<file path="config.mk">
export PLATFORM = sky130hd
export DESIGN_NAME = imem_loader
export DESIGN_NICKNAME = d
export VERILOG_FILES = /design/src/rtl/imem_loader.sv
export SDC_FILE = /design/constraint.sdc
export NUM_CORES = 1
export LEC_CHECK = 0
export BUFFER_PORTS_ARGS = -buffer_cell sky130_fd_sc_hd__buf_2
export CAP_MARGIN = 5
export CORE_ASPECT_RATIO = 1.25
export CORE_UTILIZATION = 58
export CTS_BUF_LIST = sky130_fd_sc_hd__clkbuf_16
export DETAILED_ROUTE_END_ITERATION = 8
export HOLD_SLACK_MARGIN = 0.12
export PLACE_DENSITY_LB_ADDON = 0.2
export RECOVER_POWER = 100
export SLEW_MARGIN = 20
export SYNTH_ARGS = -nofsm -noshare
export SYNTH_HDL_FRONTEND = slang
export SYNTH_SLANG_ARGS = --single-unit
</file>
<file path="constraint.sdc">
create_clock -name clk -period 3.3 [get_ports clk]
set_input_delay 0.495 -clock clk [delete_from_list [all_inputs] [get_ports clk]]
set_output_delay 0.495 -clock clk [all_outputs]
set_load 0.02 [all_outputs]
</file>
<file path="src/rtl/imem_loader.sv">
// imem_loader: boot-time instruction memory writer.
// Receives a byte stream over a valid/ready handshake: a 4-byte little-endian
// word count N, then N little-endian 32-bit words. Each word is written to
// instruction memory in turn, starting at BASE_ADDR.
// The core stays held until a complete image has been loaded.
// Optional build macro IMEM_LOADER_CHECKSUM_EN: after the last word, one more
// byte is accepted. It must equal the XOR of all payload bytes, otherwise the
// load is reported as an error.

`timescale 1ns/1ps

module imem_loader #(
  parameter int                ADDR_W    = 32,
  parameter logic [ADDR_W-1:0] BASE_ADDR = '0,
  parameter int                MAX_WORDS = 64
) (
  input  logic              clk,
  input  logic              rst,
  input  logic              start,
  input  logic              byte_valid,
  input  logic [7:0]        byte_data,
  output logic              byte_ready,
  output logic              imem_we,
  output logic [ADDR_W-1:0] imem_addr,
  output logic [31:0]       imem_wdata,
  output logic              cpu_hold,
  output logic              busy,
  output logic              done,
  output logic              err
);

  localparam int IDX_W = $clog2(MAX_WORDS + 1);

  typedef enum logic [2:0] {
    S_IDLE,
    S_LEN,
    S_DATA,
    S_WRITE,
    S_DONE,
    S_CHECK
  } state_t;

  state_t           state;
  state_t           state_next;
  logic [1:0]       byte_cnt;
  logic [23:0]      shift_reg;
  logic [31:0]      shift_next;
  logic [IDX_W-1:0] word_idx;
  logic [IDX_W-1:0] word_idx_inc;
  logic [IDX_W-1:0] word_cnt;
  logic             loaded;
  logic             xfer;
  logic             last_byte;
  logic             len_too_big;
`ifdef IMEM_LOADER_CHECKSUM_EN
  logic [7:0]       csum;
`endif

  // The three most recent bytes plus the incoming one form the little-endian word.
  assign xfer         = byte_valid & byte_ready;
  assign last_byte    = (byte_cnt == 2'd3);
  assign shift_next   = {byte_data, shift_reg};
  assign word_idx_inc = word_idx + IDX_W'(1);
  assign len_too_big  = (shift_next > 32'(MAX_WORDS));
  assign busy         = (state != S_IDLE);
  assign cpu_hold     = ~loaded | busy;

  // State register; reset abandons any load in progress.
  always_ff @(posedge clk) begin
    if (rst) state <= S_IDLE;
    else     state <= state_next;
  end

  // Next-state decode and per-state handshake/strobe outputs.
  always_comb begin
    state_next = state;
    byte_ready = 1'b0;
    imem_we    = 1'b0;
    done       = 1'b0;
    case (state)
      S_IDLE: begin
        if (start) state_next = S_LEN;
      end
      S_LEN: begin
        byte_ready = 1'b1;
        if (xfer && last_byte) begin
          if (shift_next == 32'd0) begin
`ifdef IMEM_LOADER_CHECKSUM_EN
            state_next = S_CHECK;
`else
            state_next = S_DONE;
`endif
          end else if (len_too_big) begin
            state_next = S_IDLE;
          end else begin
            state_next = S_DATA;
          end
        end
      end
      S_DATA: begin
        byte_ready = 1'b1;
        if (xfer && last_byte) state_next = S_WRITE;
      end
      S_WRITE: begin
        imem_we = 1'b1;
        if (word_idx_inc == word_cnt) begin
`ifdef IMEM_LOADER_CHECKSUM_EN
          state_next = S_CHECK;
`else
          state_next = S_DONE;
`endif
        end else begin
          state_next = S_DATA;
        end
      end
`ifdef IMEM_LOADER_CHECKSUM_EN
      S_CHECK: begin
        byte_ready = 1'b1;
        if (xfer) state_next = (byte_data == csum) ? S_DONE : S_IDLE;
      end
`endif
      S_DONE: begin
        done       = 1'b1;
        state_next = S_IDLE;
      end
      default: state_next = S_IDLE;
    endcase
  end

  // Datapath: byte assembly, counters, write address/data, status flags.
  always_ff @(posedge clk) begin
    if (rst) begin
      byte_cnt   <= 2'd0;
      shift_reg  <= 24'd0;
      word_idx   <= '0;
      word_cnt   <= '0;
      loaded     <= 1'b0;
      err        <= 1'b0;
      imem_addr  <= BASE_ADDR;
      imem_wdata <= 32'd0;
`ifdef IMEM_LOADER_CHECKSUM_EN
      csum       <= 8'd0;
`endif
    end else begin
      if (state == S_IDLE && start) begin
        err      <= 1'b0;
        byte_cnt <= 2'd0;
        word_idx <= '0;
`ifdef IMEM_LOADER_CHECKSUM_EN
        csum     <= 8'd0;
`endif
      end

      if (xfer) begin
        byte_cnt  <= byte_cnt + 2'd1;
        shift_reg <= shift_next[31:8];
      end

      if (state == S_LEN && xfer && last_byte) begin
        word_cnt <= shift_next[IDX_W-1:0];
        if (len_too_big) err <= 1'b1;
      end

      if (state == S_DATA && xfer) begin
`ifdef IMEM_LOADER_CHECKSUM_EN
        csum <= csum ^ byte_data;
`endif
        if (last_byte) begin
          imem_addr  <= BASE_ADDR + (ADDR_W'(word_idx) << 2);
          imem_wdata <= shift_next;
        end
      end

      if (state == S_WRITE) word_idx <= word_idx_inc;

`ifdef IMEM_LOADER_CHECKSUM_EN
      if (state == S_CHECK && xfer && byte_data != csum) err <= 1'b1;
`endif

      if (state == S_DONE) loaded <= 1'b1;
    end
  end

endmodule

</file>
==> flow_metrics.env <==
export IMPL_status="finished, violations left"
export IMPL_violations="max-capacitance violations"
export IMPL_r2r_start="byte_cnt[0]$_SDFFE_PP0P_"
export IMPL_crit_path_start="byte_cnt[0]$_SDFFE_PP0P_"
export IMPL_syn_area_um2=3597
export IMPL_crit_chain="ha_1 > nand2_1 > nor3_1 > nor3b_1 > nand2_1 > a21boi_1"
export IMPL_synth_distinct_cells=44
export IMPL_ir_drop_mv=0.3449
export IMPL_grt_max_degree=56
export IMPL_rows=31
export IMPL_reg2reg_slack_ps=820
export IMPL_postRouteWirelength_um=7479
export IMPL_stdcell_area_um2=4023
export IMPL_yosysSeqAreaShare=0.4675
export IMPL_clock_latency_ps=340
export IMPL_ctsHoldBuffers=0
export IMPL_hpwl_um=5046
export IMPL_fmax_mhz=403.0
export IMPL_rsz0062_at_grt="false"
export IMPL_htreeDepth=3
export IMPL_tightest_slew_ps=1476
export IMPL_crit_buf_inv=0
export IMPL_clkTransAtPathRegs_ps=70
export IMPL_cp_data_arrival_time_ps=2750
export IMPL_end_kind="register"
export IMPL_largest_reg_flops=32
export IMPL_hp_class="in -> reg"
export IMPL_synthTopCellsByArea="dfxtp_1 47%, nand2_1 9.3%, mux2i_1 9.2%"
export IMPL_cp_required_ps=3570
export IMPL_slew_headroom=0.008706
export IMPL_drc=0
export IMPL_firstDrtPassIters=4
export IMPL_antenna_found_initial=0
export IMPL_synth_area_leader_cell="dfxtp_1"
export IMPL_final_cell_mix="89 x nand2_1, 84 x dfxtp_1, 49 x a21oi_1, 46 x nor2_1, 45 x clkbuf_1"
export IMPL_grt_pass1_vias=2636
export IMPL_area_growth_pct=11.83
export IMPL_synth_seq_cells=84
export IMPL_syn_instance_count=422
export IMPL_critPathCapture="state[2]$_SDFFE_PP0P_"
export IMPL_wl_per_cell_um=13.48
export IMPL_cts_resized=0
export IMPL_nets=482
export IMPL_die_h_um=90.05
export IMPL_synth_top_area_frac=0.4675
export IMPL_avgViaCountPerCell=5.288
export IMPL_clockRootBuffer="clkbuf_16"
export IMPL_start_util=0.6101
export IMPL_postPlaceCellArea_um2=3796
export IMPL_period_needed_ps=2481
export IMPL_syn_area_per_cell_um2=8.524
export IMPL_cp_common_cell="nand2_1"
export IMPL_drv_slew=0
export IMPL_ant_nets=0
export IMPL_worst_r2r_cell_count=6
export IMPL_maxCapViolations=1
export IMPL_grt_use_total=0.2439
export IMPL_drt_iter0_drc=164
export IMPL_die_area_um2=6523
export IMPL_r2r_end="state[2]$_SDFFE_PP0P_"
export IMPL_fin_setup_tns_ps=0
export IMPL_final_common_cell="nand2_1"
export IMPL_grt_pass1_wl_um=12400
export IMPL_crit_family="simple AND/OR/NAND/NOR gates"
export IMPL_numCtsBuffers=9
export IMPL_coreArea_um2=5896
export IMPL_io_buffers=56
export IMPL_overflow=0
export IMPL_finalHoldViolCount=0
export IMPL_clkSinkCount=84
export IMPL_cpPeakStageDelay_ps=1140
export IMPL_ctsLongestPathBuffers=2
export IMPL_place_congestion=0.8142
export IMPL_critPathLaunchType="register"
export IMPL_cts_tree="built"
export IMPL_num_vias=2935
export IMPL_setup_violations=0
export IMPL_powerDensity_nw_per_um2=533.3
export IMPL_antenna_cells=0
export IMPL_ys_warnings_count=0
export IMPL_die_x_um=72.44
export IMPL_drive_gt1_frac=0.07611
export IMPL_crit_fanout=9
export IMPL_finClkSkew_ps=7.234
export IMPL_path_depth=6
export IMPL_path_class="reg -> reg"
export IMPL_post_cts_setup_buffers=0
export IMPL_power_leakage_nw=1.591
export IMPL_slowest_stage="nor3_1"
export IMPL_timing_final_crit_share=0.7520
export IMPL_nFillCells=520
export IMPL_io_pins=82
## layer usage
| layer | wire [um] | vias to the layer above | share of wire | global-route usage |
|---|---|---|---|---|
| met2 | 3942 | 68 | 0.53 | 0.4206 |
| li1 | - | 1465 | - | - |
| met5 | 0 | - | 0 | 0 |
| met3 | 233 | 8 | 0.031 | 0.04596 |
| met1 | 3212 | 1394 | 0.43 | 0.2925 |
| met4 | 91 | 0 | 0.012 | 0.09641 |
## final cells by class
cell class	count	area, um2	share of cell area
Multi-Input combinational cell	310	1667	0.4143
Timing Repair Buffer	60	254.0	0.06314
Clock inverter	7	81.33	0.02022
Clock buffer	9	225.2	0.05599
Sequential cell	84	1682	0.4180
Inverter	3	11.26	0.002799
Tap cell	82	102.6	0.02551
## how the worst min path moves through the flow
| stage | from | to | slack, ps | cells after the start |
|---|---|---|---|---|
| 2_1_floorplan | loaded$_SDFFE_PP0P_ | loaded$_SDFFE_PP0P_ | 440 | 2 |
| 3_3_place_gp | imem_addr[5]$_SDFFE_PP0P_ | imem_addr[5]$_SDFFE_PP0P_ | 440 | 2 |
| 3_5_place_dp | imem_wdata[23]$_SDFFE_PP0P_ | imem_wdata[23]$_SDFFE_PP0P_ | 450 | 2 |
| 4_1_cts | byte_data[5] | imem_wdata[29]$_SDFFE_PP0P_ | 420 | 3 |
| 5_1_grt | byte_data[1] | shift_reg[17]$_SDFFE_PP0P_ | 440 | 3 |
| 6_report | byte_data[5] | imem_wdata[29]$_SDFFE_PP0P_ | 430 | 3 |
## cells in the mapped netlist, drive strengths merged
library cell  count
buf              36
nand4bb           1
nor2             46
a21o              1
nor4              6
nand2b            3
nand4             1
o2111a            1
or4               1
nand3b            3
nand3             8
xnor2             3
conb              1
xor2              4
a211o             2
o211ai            1
nor3              7
a21oi            49
o311a             1
o21ai             7
mux2i            33
clkbuf           13
o22ai             1
a21boi            1
o21a              2
dfxtp            84
or3               3
ha                2
nand4b            1
nand2            89
nor3b             3
a31oi             1
and3              2
a22oi             1
inv               3
o2111ai           1
## power breakdown
part           leakage [nW]  switching [mW]  internal (mW)
Combinational         0.767          0.0691         0.0251
Sequential            0.678          0.0100           1.02
Clock                 0.147           0.424          0.597
Total                  1.59           0.503           1.64
## per-stage QoR
stage               hold slack [ps]  setup WS [ps]  power (mW)    util  instances
floorplan                     440.2           1738       1.151       -        446
global placement              440.2           1303       1.147  0.6439        539
detailed placement            445.9           1244       1.148  0.6439        539
CTS                           422.5           1123       2.160  0.6959        555
global route                  438.1          562.5       2.209  0.6823        555
finish                        425.4          818.5       2.145  0.6823        555
## cells by family after synthesis
group | Yosys count | synth area share
AOI/OAI and AO/OA | 69 | 0.1075
xor gates and xnor gates | 7 | 0.01704
adders and majority gates | 2 | 0.006955
buffers and inverters | 52 | 0.08939
DFF | 84 | 0.4675
muxes | 33 | 0.09183
other | 1 | 0.001042
and+or+nand+nor | 174 | 0.2188
## worst reg2reg max path: stages (launching register included)
cell,delay (ps)
dfxtp_1,360
ha_1,160
nand2_1,120
nor3_1,1140
nor3b_1,390
nand2_1,100
a21boi_1,150
Note: power is estimated with default switching activity, not from simulation.
